## src/rtl/dot_product_driver_if.sv

```systemverilog
// rtl/dot_product_driver_if.sv - command, operand and multiplier handshake bundle for dot_product_driver
interface dot_product_driver_if #(
  parameter int w  = 8,
  parameter int n  = 4,
  parameter int aw = 16
);
  logic           start;
  logic [n*w-1:0] vec_a;
  logic [n*w-1:0] vec_b;
  logic [w-1:0]   mul_input_a;
  logic           mul_input_a_stb;
  logic           mul_input_a_ack;
  logic [w-1:0]   mul_input_b;
  logic           mul_input_b_stb;
  logic           mul_input_b_ack;
  logic [w-1:0]   mul_output_z;
  logic           mul_output_z_stb;
  logic           mul_output_z_ack;
  logic [aw-1:0]  result;
  logic           done;
  logic           busy;

  modport master (
    input  start, vec_a, vec_b,
    input  mul_input_a_ack, mul_input_b_ack, mul_output_z, mul_output_z_stb,
    output mul_input_a, mul_input_a_stb, mul_input_b, mul_input_b_stb,
    output mul_output_z_ack, result, done, busy
  );

  modport slave (
    output start, vec_a, vec_b,
    output mul_input_a_ack, mul_input_b_ack, mul_output_z, mul_output_z_stb,
    input  mul_input_a, mul_input_a_stb, mul_input_b, mul_input_b_stb,
    input  mul_output_z_ack, result, done, busy
  );
endinterface

```

## src/rtl/dot_product_driver.sv

```systemverilog
// rtl/dot_product_driver.sv - sequences vector elements through an external handshaked multiplier and accumulates a dot product
module dot_product_driver #(
  parameter int w  = 8,
  parameter int n  = 4,
  parameter int aw = 16
) (
  input  logic                 clk,
  input  logic                 rst,
  dot_product_driver_if.master bus
);
  localparam int iw = (n > 1) ? $clog2(n) : 1;

  typedef enum logic [1:0] {IDLE, SEND, WAIT_Z, DONE} state_t;

  state_t         state;
  logic [iw-1:0]  idx;
  logic [aw-1:0]  acc;
  logic [n*w-1:0] a_lat;
  logic [n*w-1:0] b_lat;

  logic [aw-1:0]  acc_next;
  logic [iw-1:0]  idx_next;
  logic           a_clear;
  logic           b_clear;
  logic           last;

  // A channel counts as finished once its stb is already low or it transfers on this edge.
  always_comb begin
    acc_next = acc + aw'($signed(bus.mul_output_z));
    idx_next = idx + 1'b1;
    a_clear  = !bus.mul_input_a_stb || bus.mul_input_a_ack;
    b_clear  = !bus.mul_input_b_stb || bus.mul_input_b_ack;
    last     = (idx == iw'(n - 1));
  end

  always_ff @(posedge clk or posedge rst) begin
    if (rst) begin
      state                <= IDLE;
      idx                  <= '0;
      acc                  <= '0;
      a_lat                <= '0;
      b_lat                <= '0;
      bus.mul_input_a      <= '0;
      bus.mul_input_a_stb  <= 1'b0;
      bus.mul_input_b      <= '0;
      bus.mul_input_b_stb  <= 1'b0;
      bus.mul_output_z_ack <= 1'b0;
      bus.result           <= '0;
      bus.done             <= 1'b0;
      bus.busy             <= 1'b0;
    end else begin
      case (state)
        IDLE: begin
          bus.done <= 1'b0;
          if (bus.start) begin
            a_lat               <= bus.vec_a;
            b_lat               <= bus.vec_b;
            acc                 <= '0;
            bus.result          <= '0;
            idx                 <= '0;
            bus.mul_input_a     <= bus.vec_a[w-1:0];
            bus.mul_input_b     <= bus.vec_b[w-1:0];
            bus.mul_input_a_stb <= 1'b1;
            bus.mul_input_b_stb <= 1'b1;
            bus.busy            <= 1'b1;
            state               <= SEND;
          end
        end

        SEND: begin
          if (bus.mul_input_a_stb && bus.mul_input_a_ack) begin
            bus.mul_input_a_stb <= 1'b0;
          end
          if (bus.mul_input_b_stb && bus.mul_input_b_ack) begin
            bus.mul_input_b_stb <= 1'b0;
          end
          if (a_clear && b_clear) begin
            bus.mul_output_z_ack <= 1'b1;
            state                <= WAIT_Z;
          end
        end

        WAIT_Z: begin
          if (bus.mul_output_z_stb) begin
            bus.mul_output_z_ack <= 1'b0;
            acc                  <= acc_next;
            if (last) begin
              bus.result <= acc_next;
              bus.done   <= 1'b1;
              state      <= DONE;
            end else begin
              idx                 <= idx_next;
              bus.mul_input_a     <= a_lat[idx_next*w +: w];
              bus.mul_input_b     <= b_lat[idx_next*w +: w];
              bus.mul_input_a_stb <= 1'b1;
              bus.mul_input_b_stb <= 1'b1;
              state               <= SEND;
            end
          end
        end

        DONE: begin
          bus.done <= 1'b0;
          bus.busy <= 1'b0;
          state    <= IDLE;
        end

        default: state <= IDLE;
      endcase
    end
  end
endmodule

```

## src/flat_wrapper.sv

```systemverilog
// flat-port wrapper written by rule: the top's interface ports become plain ports
module dot_product_driver_flat 
#(
  parameter int w  = 8,
  parameter int n  = 4,
  parameter int aw = 16
)
  (clk, rst, bus_start, bus_vec_a, bus_vec_b, bus_mul_input_a_ack, bus_mul_input_b_ack, bus_mul_output_z, bus_mul_output_z_stb, bus_mul_input_a, bus_mul_input_a_stb, bus_mul_input_b, bus_mul_input_b_stb, bus_mul_output_z_ack, bus_result, bus_done, bus_busy);
  dot_product_driver_if #(.w(w), .n(n), .aw(aw)) bus_i ();
  input  logic clk;
  input  logic rst;
  input wire logic [$bits(bus_i.start)-1:0] bus_start;
  input wire logic [$bits(bus_i.vec_a)-1:0] bus_vec_a;
  input wire logic [$bits(bus_i.vec_b)-1:0] bus_vec_b;
  input wire logic [$bits(bus_i.mul_input_a_ack)-1:0] bus_mul_input_a_ack;
  input wire logic [$bits(bus_i.mul_input_b_ack)-1:0] bus_mul_input_b_ack;
  input wire logic [$bits(bus_i.mul_output_z)-1:0] bus_mul_output_z;
  input wire logic [$bits(bus_i.mul_output_z_stb)-1:0] bus_mul_output_z_stb;
  output wire logic [$bits(bus_i.mul_input_a)-1:0] bus_mul_input_a;
  output wire logic [$bits(bus_i.mul_input_a_stb)-1:0] bus_mul_input_a_stb;
  output wire logic [$bits(bus_i.mul_input_b)-1:0] bus_mul_input_b;
  output wire logic [$bits(bus_i.mul_input_b_stb)-1:0] bus_mul_input_b_stb;
  output wire logic [$bits(bus_i.mul_output_z_ack)-1:0] bus_mul_output_z_ack;
  output wire logic [$bits(bus_i.result)-1:0] bus_result;
  output wire logic [$bits(bus_i.done)-1:0] bus_done;
  output wire logic [$bits(bus_i.busy)-1:0] bus_busy;
  assign bus_i.start = bus_start;
  assign bus_i.vec_a = bus_vec_a;
  assign bus_i.vec_b = bus_vec_b;
  assign bus_i.mul_input_a_ack = bus_mul_input_a_ack;
  assign bus_i.mul_input_b_ack = bus_mul_input_b_ack;
  assign bus_i.mul_output_z = bus_mul_output_z;
  assign bus_i.mul_output_z_stb = bus_mul_output_z_stb;
  assign bus_mul_input_a = bus_i.mul_input_a;
  assign bus_mul_input_a_stb = bus_i.mul_input_a_stb;
  assign bus_mul_input_b = bus_i.mul_input_b;
  assign bus_mul_input_b_stb = bus_i.mul_input_b_stb;
  assign bus_mul_output_z_ack = bus_i.mul_output_z_ack;
  assign bus_result = bus_i.result;
  assign bus_done = bus_i.done;
  assign bus_busy = bus_i.busy;
  dot_product_driver #(.w(w), .n(n), .aw(aw)) u_core (.clk(clk), .rst(rst), .bus(bus_i));
endmodule
```

## config.mk

```make
export PLATFORM = sky130hd
export DESIGN_NAME = dot_product_driver_flat
export DESIGN_NICKNAME = d
export VERILOG_FILES = /design/src/rtl/dot_product_driver_if.sv /design/src/rtl/dot_product_driver.sv /design/src/flat_wrapper.sv
export SDC_FILE = /design/constraint.sdc
export NUM_CORES = 1
export LEC_CHECK = 0
export CORE_MARGIN = 2
export CORE_UTILIZATION = 50
export CTS_CLUSTER_DIAMETER = 50
export DETAILED_ROUTE_END_ITERATION = 7
export DONT_BUFFER_PORTS = 1
export PLACE_DENSITY = 0.71
export SLEW_MARGIN = 40
export SYNTH_ARGS = -nofsm -noshare
export SYNTH_HDL_FRONTEND = slang
export SYNTH_SLANG_ARGS = --single-unit
```

## constraint.sdc

```tcl
create_clock -name clk -period 5.8 [get_ports clk]
set_input_delay 1.45 -clock clk [delete_from_list [all_inputs] [get_ports clk]]
set_output_delay 1.45 -clock clk [all_outputs]
set_load 0.02 [all_outputs]
```

* Yosys cells after proc, flatten, opt, wreduce, memory -nomap -nowiden
Cells that the tools add are included.
** Operators by class
- Equality and inequality tests :: 11
- Reductions and logical operators :: 24
- Mux-type cells :: 37
- Shift-type cells :: 2
- Add/subtract/negate cells :: 2
** Operator list (count)
- two-way mux 16 bit :: 4
- one-hot mux 16 bit (2 select lines) :: 2
- indexed part select 32 x 6 -> 8 bit :: 2
- two-way mux 8 bit :: 6
- one-hot mux 8 bit (2 select lines) :: 2
- adder 16 bit :: 1
- two-way mux 2 bit :: 7
- AND reduction 3 bit :: 4
- AND reduction 5 bit :: 2
- two-way mux 1 bit :: 9
- inequality test 2 x 1 -> 1 bit (second input constant) :: 4
- one-hot mux 2 bit (4 select lines) :: 1
- AND reduction 4 bit :: 2
- nonzero test 2 bit :: 4
- == test 2 bit (second input constant) :: 3
- inequality test 2 bit (second input constant) :: 3
- one-hot mux 1 bit (2 select lines) :: 3
- one-hot mux 1 bit (3 select lines) :: 2
- one-hot mux 2 bit (2 select lines) :: 1
- AND reduction 2 bit :: 2
- logical AND 1 bit :: 3
- nonzero test 3 bit :: 1
- adder 2 x 1 -> 2 bit (second input constant) :: 1
- == test 2 x 1 -> 1 bit (second input constant) :: 1
- 4 further kinds :: 6
** Word-level totals
- Bits in registers :: 121
- Output and inout port bits :: 37
- Logic and storage cells :: 89

* Depth between registers and ports, before layout
Gate-level depths: netlist (run 1).
- Depth after elaboration :: 5
- Depth in mapped cells :: 10
- Mapped depth without buffers :: 10

* Worst setup path before layout (run 1)
OpenSTA, ideal clock, no wires.
- Path kind :: input-to-reg
- Start :: input bus_mul_output_z[3]
- End :: register u_core.acc[15]
- Buffers on the path :: 0
- Arrival :: 3.223 ns
- Path slack :: 2.446 ns
- Stages :: 8
- Setup time :: 0.131 ns
- Data required time :: 5.669 ns
- Path through :: ha_1 a21oi_1 o22ai_1 o41a_4 a211oi_4 mux2i_1 mux2i_1 o21ai_1
** On the way
- Longest elaborated chain between the ends :: 3
** RTL lines
- start, declared :: line flat_wrapper.sv:17 : input wire logic [$bits(bus_i.mul_output_z)-1:0] bus_mul_output_z;
- adder 16 bit :: line dot_product_driver.sv:29 : acc_next = acc + aw'($signed(bus.mul_output_z));
- two-way mux 16 bit :: line dot_product_driver.sv:84 : if (bus.mul_output_z_stb) begin
- one-hot mux 16 bit (2 select lines) :: line dot_product_driver.sv:52 : case (state)
- end signal, assigned :: line dot_product_driver.sv:86 : acc <= acc_next;
- end, declared :: line dot_product_driver.sv:17 : logic [aw-1:0] acc;
Every way passes these cells. The select of a mux whose other input is x is not followed.
A chain may end at the register's enable or synchronous reset.

* Worst setup path after layout (run 1)
- Start :: input bus_mul_output_z[0]
- End :: register u_core.bus.result[10]
** On the way
- Longest elaborated chain between the ends :: 4
** RTL lines
- adder 16 bit :: line dot_product_driver.sv:29
- two-way mux 16 bit :: line dot_product_driver.sv:87 : if (last) begin
- two-way mux 16 bit :: line dot_product_driver.sv:84
- one-hot mux 16 bit (2 select lines) :: line dot_product_driver.sv:52
- end signal, assigned :: line dot_product_driver.sv:88 : bus.result <= acc_next;
- end, declared :: line dot_product_driver_if.sv:27 : output mul_output_z_ack, result, done, busy
Every way passes these cells. The select of a mux whose other input is x is not followed.

==> reports/results.tsv, run 1 <==
stage	metric	value	unit
yosys	syn_area	6000	µm²
cts	cts_tree	yes	
power	totalPowerFinal	4.19	mW
finish	multi_input_area	2830	µm²
run	drv_cap	0	
global_route	antenna_found_initial	0	
floorplanning	die_w	114	µm
yosys	async_flop_share	1.00	
place	numPortBuffers	0	
critical_path	crit_family	compound AO/OA/AOI/OAI gates	
cts	clock-sinks	121	
critical_path	crit_required	6.15	ns
critical_path	slowest_stage	fa_1	
global_route	grt_max_degree	72	
hold_path	worstHoldPathType	flip-flop to flip-flop	
critical_path	worst-r2r-setup-slack	3.28	ns
detailed_routing	wl_met2	6340	µm
cts	root_buffer	clkbuf_16	
finish	antenna_cells	0	
global_route	grt_usage	0.211	
floorplanning	ios	115	
cts	cts_buffer_depth	2	
timing	fmaxAchievable	0.314	GHz
critical_path	critPathLaunchType	input pin	
yosys	synth_top_area_frac	0.505	
power	power_density	619	nW/µm²
floorplanning	dieArea	12900	µm²
yosys	yosys_warnings	0	
finish	regArea	3030	µm²
finish	drive_above_1_share	0.262	
yosys	synth-seq-cells	121	
yosys	synth_cell_types	44	
cts	clock_latency	0.42	ns
critical_path	cp_cell_sequence	ha_1 > inv_1 > fa_1 > nor2b_1 > o21ai_1 > a21oi_1 > o21ai_1 > a211o_1 > a211oi_1 > a211o_1	
timing	setup_viol	0	
detailed_routing	dr.pass1.iters	5	
place	hpwl	8550	µm
cts	clk_pin_slew	0.06	ns
timing	max_slew_margin	0.564	
finish	num-fill-cells	972	
yosys	syn_avg_cell_area	11.9	µm²
detailed_routing	met1_length	5330	µm
cts	cts_setup_buffers	0	
critical_path	crit_type	input pin to flip-flop	
yosys	synth_cells	503	
cts	postCtsResizedCells	0	
floorplanning	initial_utilization	0.506	
cts	htreeDepth	4	
timing	drv_slew	0	
timing	tightest_slew	0.654	ns
timing	min_period	3.18	ns
global_route	grt_pass1_vias	4189	
critical_path	end_kind	flip-flop	
cts	cts-buffers-inserted	17	
floorplanning	core	11900	µm²
critical_path	critical-path-max-stage-delay	0.43	ns
power	leakage	2.95	nW
detailed_routing	wirelength	12800	µm
place	routabilityCongestion	0.844	
yosys	synth_area_leaders	dfrtp_1 (50%), mux2_2 (13%), mux4_2 (6.0%)	
cts	cts_hold_buf	0	
finish	mostFrequentLayoutCell	dfrtp_1	
global_route	grt_pass1_wl	21200	µm
detailed_routing	drt_iter0_drc	191	
timing	hold_violations	0	
outcome	status	complete, no violations	
yosys	synth_seq_area_share	0.505	
detailed_routing	wl_met3	968	µm
detailed_routing	wl_per_cell	19.3	µm
place	post-place-ws	2.25	ns
critical_path	critPathBufInv	1	
detailed_routing	routed.top_layer	met4	
floorplanning	dieHeight	114	µm
detailed_routing	num_vias	3881	
detailed_routing	postRouteAntennaNets	0	
yosys	synthesis.nets	602	
detailed_routing	drcViolationCount	0	
yosys	synth_edf_count	0	
floorplanning	rows	40	
power	ir_drop	0.385	mV
timing	clock_skew	0.00785	ns
timing	period_share	0.549	
finish	area_delta_synth_final	12.9	%
critical_path	critPathArrivalTime	3.53	ns
finish	fin_nets	602	
detailed_routing	vias_per_cell	5.85	
yosys	yosys.area.top_type	dfrtp_1	
timing	finalSetupTns	0	ns
global_route	grt-ovfl-total	0	
yosys	ys.flop_type	dfrtp_1	
timing	setup_ws	2.62	ns
finish	final_cell_mix	dfrtp_1 (120), mux2_2 (69), nand2_1 (49)	
critical_path	critPathMaxFanout	5	
timing	rsz0062_at_grt	false	
==> tightest hold or removal path: cells and delay by family, from the launching register on <==
family,cells,cell delay [ns]
AND/OR/NAND/NOR,1,0.05
flip-flops,1,0.35
AO/OA/AOI/OAI,1,0.05
==> metal layers <==
metal	global-route usage	vias up
met5	0	-
met4	0.0789	0
met3	0.0909	17
met2	0.341	101
met1	0.253	1945
li1	-	1818
==> worst paths after layout <==
| path | start | endpoint | cells after the start |
|---|---|---|---|
| max reg2reg | u_core.state[0] | u_core.bus.mul_input_a[2] | 10 |
| max in group asynchronous | rst | u_core.b_lat[21] | 2 |
| min in group asynchronous | rst | u_core.b_lat[1] | 1 |
| max | bus_mul_output_z[0] | u_core.bus.result[10] | 10 |
| min reg2reg | u_core.acc[6] | u_core.acc[6] | 2 |
| min | u_core.acc[6] | u_core.acc[6] | 2 |
==> state kept, by name, indices dropped and copies added, names as in the netlist <==
name and cells:
u_core.a_lat 32, u_core.b_lat 32, u_core.acc 16, u_core.bus.result 16
u_core.bus.mul_input_a 8, u_core.bus.mul_input_b 8, u_core.idx 2, u_core.state 2
u_core.bus.busy 1, u_core.bus.done 1, u_core.bus.mul_input_a_stb 1, u_core.bus.mul_input_b_stb 1
u_core.bus.mul_output_z_ack 1
==> per-stage QoR <==
stage | hold WS [ns] | instance area [µm²] | std cells | utilization
floorplan | 0.453 | 6000 | 503 | -
global placement | 0.470 | 6140 | 630 | 0.518
detailed placement | 0.477 | 6140 | 630 | 0.518
CTS | 0.489 | 6760 | 662 | 0.570
global route | 0.511 | 6780 | 663 | 0.571
finish | 0.482 | 6780 | 663 | 0.571
==> synthesized netlist by cell type, types with 2 or more instances <==
| master | instances |
|---|---|
| nand3_1 | 3 |
| o31ai_1 | 11 |
| xor2_1 | 2 |
| xnor2_1 | 8 |
| a31oi_1 | 3 |
| ha_1 | 20 |
| o21ai_0 | 22 |
| clkbuf_1 | 17 |
| a21o_1 | 9 |
| nor3_1 | 2 |
| o22ai_1 | 3 |
| o21bai_1 | 2 |
| mux2_2 | 69 |
| o21ai_1 | 3 |
| nor4b_1 | 2 |
| a21oi_1 | 33 |
| nand2b_1 | 6 |
| nand2_1 | 50 |
| nor4_1 | 3 |
| dfrtp_1 | 121 |
| buf_1 | 2 |
| nor2_1 | 24 |
| a211oi_1 | 6 |
| buf_2 | 7 |
| mux4_2 | 16 |
| inv_1 | 15 |
| nor2b_1 | 5 |
| a211o_1 | 6 |
| mux2i_1 | 18 |
==> cell families (layout without fill, tap and decap cells) <==
family,Yosys count,after routing,share of synthesized area
AOI/OAI and AO/OA,108,108,0.117
xor gates and xnor gates,10,10,0.0146
adders and majority gates,21,21,0.0450
buffers and inverters,41,54,0.0271
DFF,121,121,0.505
muxes,103,103,0.220
and+or+nand+nor,99,99,0.0726
==> cell type report <==
type / instances / area share
sequential: 121 / 0.447
tap: 147 / 0.0271
inverter: 15 / 0.00905
clock inverter: 13 / 0.0247
clock buffer: 19 / 0.0654
timing repair buffer: 7 / 0.00960
multi-input combinational: 341 / 0.417
==> power breakdown <==
part	total [mW]	switching [mW]	internal, mW
clock network	1.09	0.397	0.690
logic	1.51	0.753	0.753
registers	1.60	0.377	1.22
(Power assumes the default switching activity.)
==> run 2, diff against run 1 <==
==> constraint.sdc (replaced) <==
create_clock -name clk -period 3 [get_ports clk]
set_input_delay 0.75 -clock clk [delete_from_list [all_inputs] [get_ports clk]]
set_output_delay 0.75 -clock clk [all_outputs]
set_load 0.02 [all_outputs]
==> reports/results.tsv, run 2 (synthesized netlist as in run 1, its figures left out) <==
stage	metric	value	unit
outcome	status	complete, no violations	
critical_path	crit_required	3.31	ns
power	leakage	2.97	nW
timing	fmaxAchievable	0.395	GHz
place	numPortBuffers	0	
global_route	grt_pass1_vias	4160	
finish	mostFrequentLayoutCell	dfrtp_1	
cts	clock-sinks	121	
timing	drv_slew	0	
place	routabilityCongestion	0.859	
timing	period_share	0.844	
global_route	antenna_found_initial	0	
cts	clock_latency	0.41	ns
timing	setup_viol	0	
floorplanning	rows	40	
floorplanning	ios	115	
finish	post-route-util	0.573	
finish	fin_nets	605	
global_route	grt_max_degree	122	
floorplanning	dieArea	12900	µm²
timing	setup_ws	0.467	ns
hold_path	worstHoldPathType	input pin to asynchronous set/reset pin	
finish	antenna_cells	0	
critical_path	crit_type	flip-flop to flip-flop	
floorplanning	core	11900	µm²
cts	cts_tree	yes	
cts	cts_setup_buffers	0	
global_route	grt_pass1_wl	21000	µm
detailed_routing	num_vias	3882	
power	power_density	1190	nW/µm²
global_route	grt-ovfl-total	0	
timing	clock_skew	0.00705	ns
critical_path	critPathLaunchType	flip-flop	
power	ir_drop	0.697	mV
cts	cts_hold_buf	0	
floorplanning	die_w	114	µm
timing	tightest_slew	0.688	ns
critical_path	critPathMaxFanout	3	
timing	max_slew_margin	0.541	
floorplanning	dieHeight	114	µm
finish	largestRegisters	u_core.a_lat x32, u_core.b_lat x32	
place	post-place-ws	0.0995	ns
place	dp.cells	634	
finish	final_cell_mix	dfrtp_1 (121), mux2_2 (69), nand2_1 (49)	
cts	cts-buffers-inserted	17	
finish	drive_above_1_share	0.259	
timing	finalSetupTns	0	ns
critical_path	critPathArrivalTime	2.84	ns
timing	hold_violations	0	
detailed_routing	drt_iter0_drc	145	
critical_path	end_kind	flip-flop	
cts	cts_buffer_depth	2	
detailed_routing	drcViolationCount	0	
cts	postCtsResizedCells	0	
timing	rsz0062_at_grt	false	
global_route	grt_usage	0.211	
detailed_routing	postRouteAntennaNets	0	
finish	instances_no_fill	664	
detailed_routing	dr.pass1.iters	4	
place	hpwl	8830	µm
run	drv_cap	0	
cts	root_buffer	clkbuf_16	
timing	min_period	2.53	ns
detailed_routing	wirelength	12700	µm
cts	clk_pin_slew	0.05	ns
floorplanning	initial_utilization	0.506	
finish	area_delta_synth_final	13.2	%
detailed_routing	vias_per_cell	5.85	
cts	htreeDepth	4	
detailed_routing	wl_per_cell	19.2	µm
## run 2: changes by cell type in the layout (fill, tap and decap cells not counted), sizes merged
| cell | previous run | this run |
|---|---|---|
| clkinv | 6 | 5 |
| clkbuf | 19 | 21 |
| buf | 7 | 10 |
| inv | 17 | 14 |
## run 2: metrics by stage
step	area [µm²]	total power [mW]	hold slack, ns
6_report	6800	8.10	0.382
5_1_grt	6800	8.63	0.437
4_1_cts	6800	8.17	0.432
3_5_place_dp	6200	6.10	0.482
3_3_place_gp	6190	5.92	0.468
2_1_floorplan	6000	5.35	0.453
## run 2: critical path, cell delays in order (launching register included)
cell and delay (ns):
dfrtp_1 0.35, ha_1 0.16, inv_1 0.06, fa_1 0.43
nor2b_1 0.14, o21ai_1 0.09, a21oi_1 0.27, o2111ai_1 0.18
a211oi_1 0.36, nor4_1 0.12, o31ai_1 0.27
## run 2: per-layer routing
metal	up-vias	part of all wire	track usage	routed length, µm
met2	103	0.50	0.346	6320
met3	17	0.079	0.0877	1010
met4	0	0.018	0.0748	224
met1	1933	0.41	0.251	5170
met5	-	0	0	0
li1	1829	-	-	-
## run 2: final cells by class
| type | instances | area, µm² |
|---|---|---|
| Sequential cell | 121 | 3030 |
| Inverter | 15 | 60.1 |
| Clock inverter | 9 | 123 |
| Timing Repair Buffer | 10 | 100 |
| Fill cell | 950 | 5070 |
| Clock buffer | 21 | 470 |
| Multi-Input combinational cell | 341 | 2830 |
| Tap cell | 147 | 184 |
## run 2: power by group
group          switching, mW  internal, mW  total, mW  leakage [nW]
Combinational           1.53          1.49       3.02          1.21
Sequential             0.678          2.36       3.04          1.47
Clock                  0.689          1.35       2.04         0.294
Total                   2.90          5.21       8.10          2.97
## run 2: final timing paths
check	slack, ns	depth (start not counted)	startpoint	end
worst max-delay path	0.47	10	u_core.acc[0]	u_core.bus.result[12]
worst min-delay path	0.38	2	rst	u_core.acc[0]
worst max register to register	0.47	10	u_core.acc[0]	u_core.bus.result[12]
worst min register to register	0.49	2	u_core.acc[0]	u_core.acc[0]
max in group asynchronous	2.13	2	rst	u_core.b_lat[15]
min in group clk	0.48	1	bus_vec_b[13]	u_core.b_lat[13]
==> run 3, diff against run 2 <==
==> constraint.sdc (replaced) <==
create_clock -name clk -period 2.4 [get_ports clk]
set_input_delay 0.6 -clock clk [delete_from_list [all_inputs] [get_ports clk]]
set_output_delay 0.6 -clock clk [all_outputs]
set_load 0.02 [all_outputs]
==> reports/results.tsv, run 3 (synthesized netlist as in run 1, its figures left out) <==
stage	metric	value	unit
outcome	status	complete, no violations	
timing	min_period	2.37	ns
floorplanning	ios	115	
power	totalPowerFinal	10.4	mW
cts	cts_hold_buf	0	
detailed_routing	drt_iter0_drc	246	
timing	finalSetupTns	0	ns
cts	clk_pin_slew	0.06	ns
detailed_routing	dr.pass1.iters	4	
critical_path	critPathLaunchType	flip-flop	
critical_path	end_kind	flip-flop	
cts	cts_buffer_depth	2	
power	swShare	0.358	
cts	root_buffer	clkbuf_16	
cts	cts_tree	yes	
cts	cts-buffers-inserted	17	
run	drv_cap	0	
power	leakage	3.03	nW
timing	max_slew_margin	0.495	
finish	drive_above_1_share	0.320	
detailed_routing	wirelength	12600	µm
power	seq_power_share	0.365	
detailed_routing	postRouteAntennaNets	0	
power	p_clk_frac	0.255	
timing	hold_violations	0	
timing	period_share	0.989	
power	power.switching	3.71	mW
power	ir_drop	0.852	mV
finish	largestRegisters	u_core.a_lat x32, u_core.b_lat x32	
timing	tightest_slew	0.757	ns
floorplanning	die_w	114	µm
place	numPortBuffers	0	
finish	num-fill-cells	964	
place	dp.cells	645	
finish	design_area	7040	µm²
critical_path	crit_type	flip-flop to flip-flop	
global_route	grt_max_degree	122	
place	dpl_cell_area	6370	µm²
finish	antenna_cells	0	
floorplanning	initial_utilization	0.506	
place	hpwl	8760	µm
finish	fin_nets	618	
floorplanning	rows	40	
timing	setup_viol	0	
floorplanning	dieHeight	114	µm
critical_path	critPathArrivalTime	2.72	ns
global_route	grt-ovfl-total	0	
cts	htreeDepth	4	
finish	post-route-util	0.594	
detailed_routing	num_vias	3933	
power	comb_power_share	0.380	
cts	clock-sinks	121	
critical_path	worst-r2r-setup-slack	0.03	ns
global_route	grt_pass1_vias	4112	
detailed_routing	vias_per_cell	5.79	
global_route	grt_usage	0.206	
finish	area_delta_synth_final	17.4	%
timing	drv_slew	0	
power	power_density	1470	nW/µm²
critical_path	ff2ff_path_depth	11	
detailed_routing	wl_per_cell	18.6	µm
timing	clock_skew	0.00518	ns
finish	instances_no_fill	679	
detailed_routing	drcViolationCount	0	
critical_path	r2r_end	u_core.bus.result[10]	
floorplanning	dieArea	12900	µm²
global_route	grt_pass1_wl	20600	µm
critical_path	critPathMaxFanout	5	
place	routabilityCongestion	0.812	
critical_path	r2r-start	u_core.acc[0]	
global_route	antenna_found_initial	0	
finish	mostFrequentLayoutCell	dfrtp_1	
cts	clock_latency	0.41	ns
timing	rsz0062_at_grt	true	
finish	final_cell_mix	dfrtp_1 (121), mux2_2 (69), nand2_1 (49)	
critical_path	crit_required	2.75	ns
timing	fmaxAchievable	0.421	GHz
power	internal_power	6.65	mW
hold_path	worstHoldPathType	input pin to asynchronous set/reset pin	
floorplanning	core	11900	µm²
[run 3: stage by stage]
step	hold slack [ns]	worst slack, ns
4_1_cts	0.270	0.000713
2_1_floorplan	0.453	-0.00871
6_report	0.249	0.0272
3_5_place_dp	0.481	-0.228
3_3_place_gp	0.470	-0.160
5_1_grt	0.289	-0.0783
[run 3: worst max path at each step]
stage	to	startpoint	slack (ns)	cells past startpoint
after CTS	u_core.bus.result[10]	u_core.acc[0]	0.0007	10
after floorplan	u_core.bus.result[15]	bus_mul_output_z[3]	-0.009	8
final	u_core.bus.result[10]	u_core.acc[0]	0.03	11
after global routing	u_core.bus.result[15]	u_core.acc[1]	-0.08	8
after global placement	u_core.acc[12]	bus_mul_output_z[0]	-0.16	10
after detailed placement	u_core.acc[12]	bus_mul_output_z[0]	-0.23	10
[run 3: routing by layer]
layer,vias up,global-route usage,wire length (µm)
li1,1853,-,-
met1,1968,0.245,5110
met2,99,0.335,6330
met3,13,0.0951,1010
met4,0,0.0707,150
met5,-,0,0
[run 3: layout make-up]
cell class | instances | area, µm² | share of cell area
sequential | 121 | 3030 | 0.430
multi-input combinational | 341 | 2940 | 0.417
clock buffer | 20 | 457 | 0.0648
timing repair buffer | 23 | 214 | 0.0304
tap | 147 | 184 | 0.0261
clock inverter | 12 | 163 | 0.0231
inverter | 15 | 60.1 | 0.00853
[run 3: power by group through the flow]
stage                     registers [mW]  clock network, mW  logic (mW)
final                               3.78               2.64        3.93
after detailed placement            3.82                  0        3.94
after global placement              3.77                  0        3.78
after CTS                           3.79               2.71        3.94
after global routing                3.89               2.80        4.35
after floorplan                     3.61                  0        3.12
[run 3: worst max-delay path: stages (launching register included)]
cell,delay [ns]
dfrtp_1,0.36
ha_2,0.20
inv_2,0.04
fa_2,0.35
nor2b_2,0.14
o21ai_2,0.07
a21oi_2,0.21
buf_4,0.15
o21ai_2,0.08
a211o_1,0.32
a211oi_2,0.24
a211o_1,0.13
[run 3: what timing repair did]
item                                    CTS  global route
pin swaps                                 2            11
endpoints found under the setup margin    1             9
buffers inserted                          0             2
gates resized for setup                   0            10
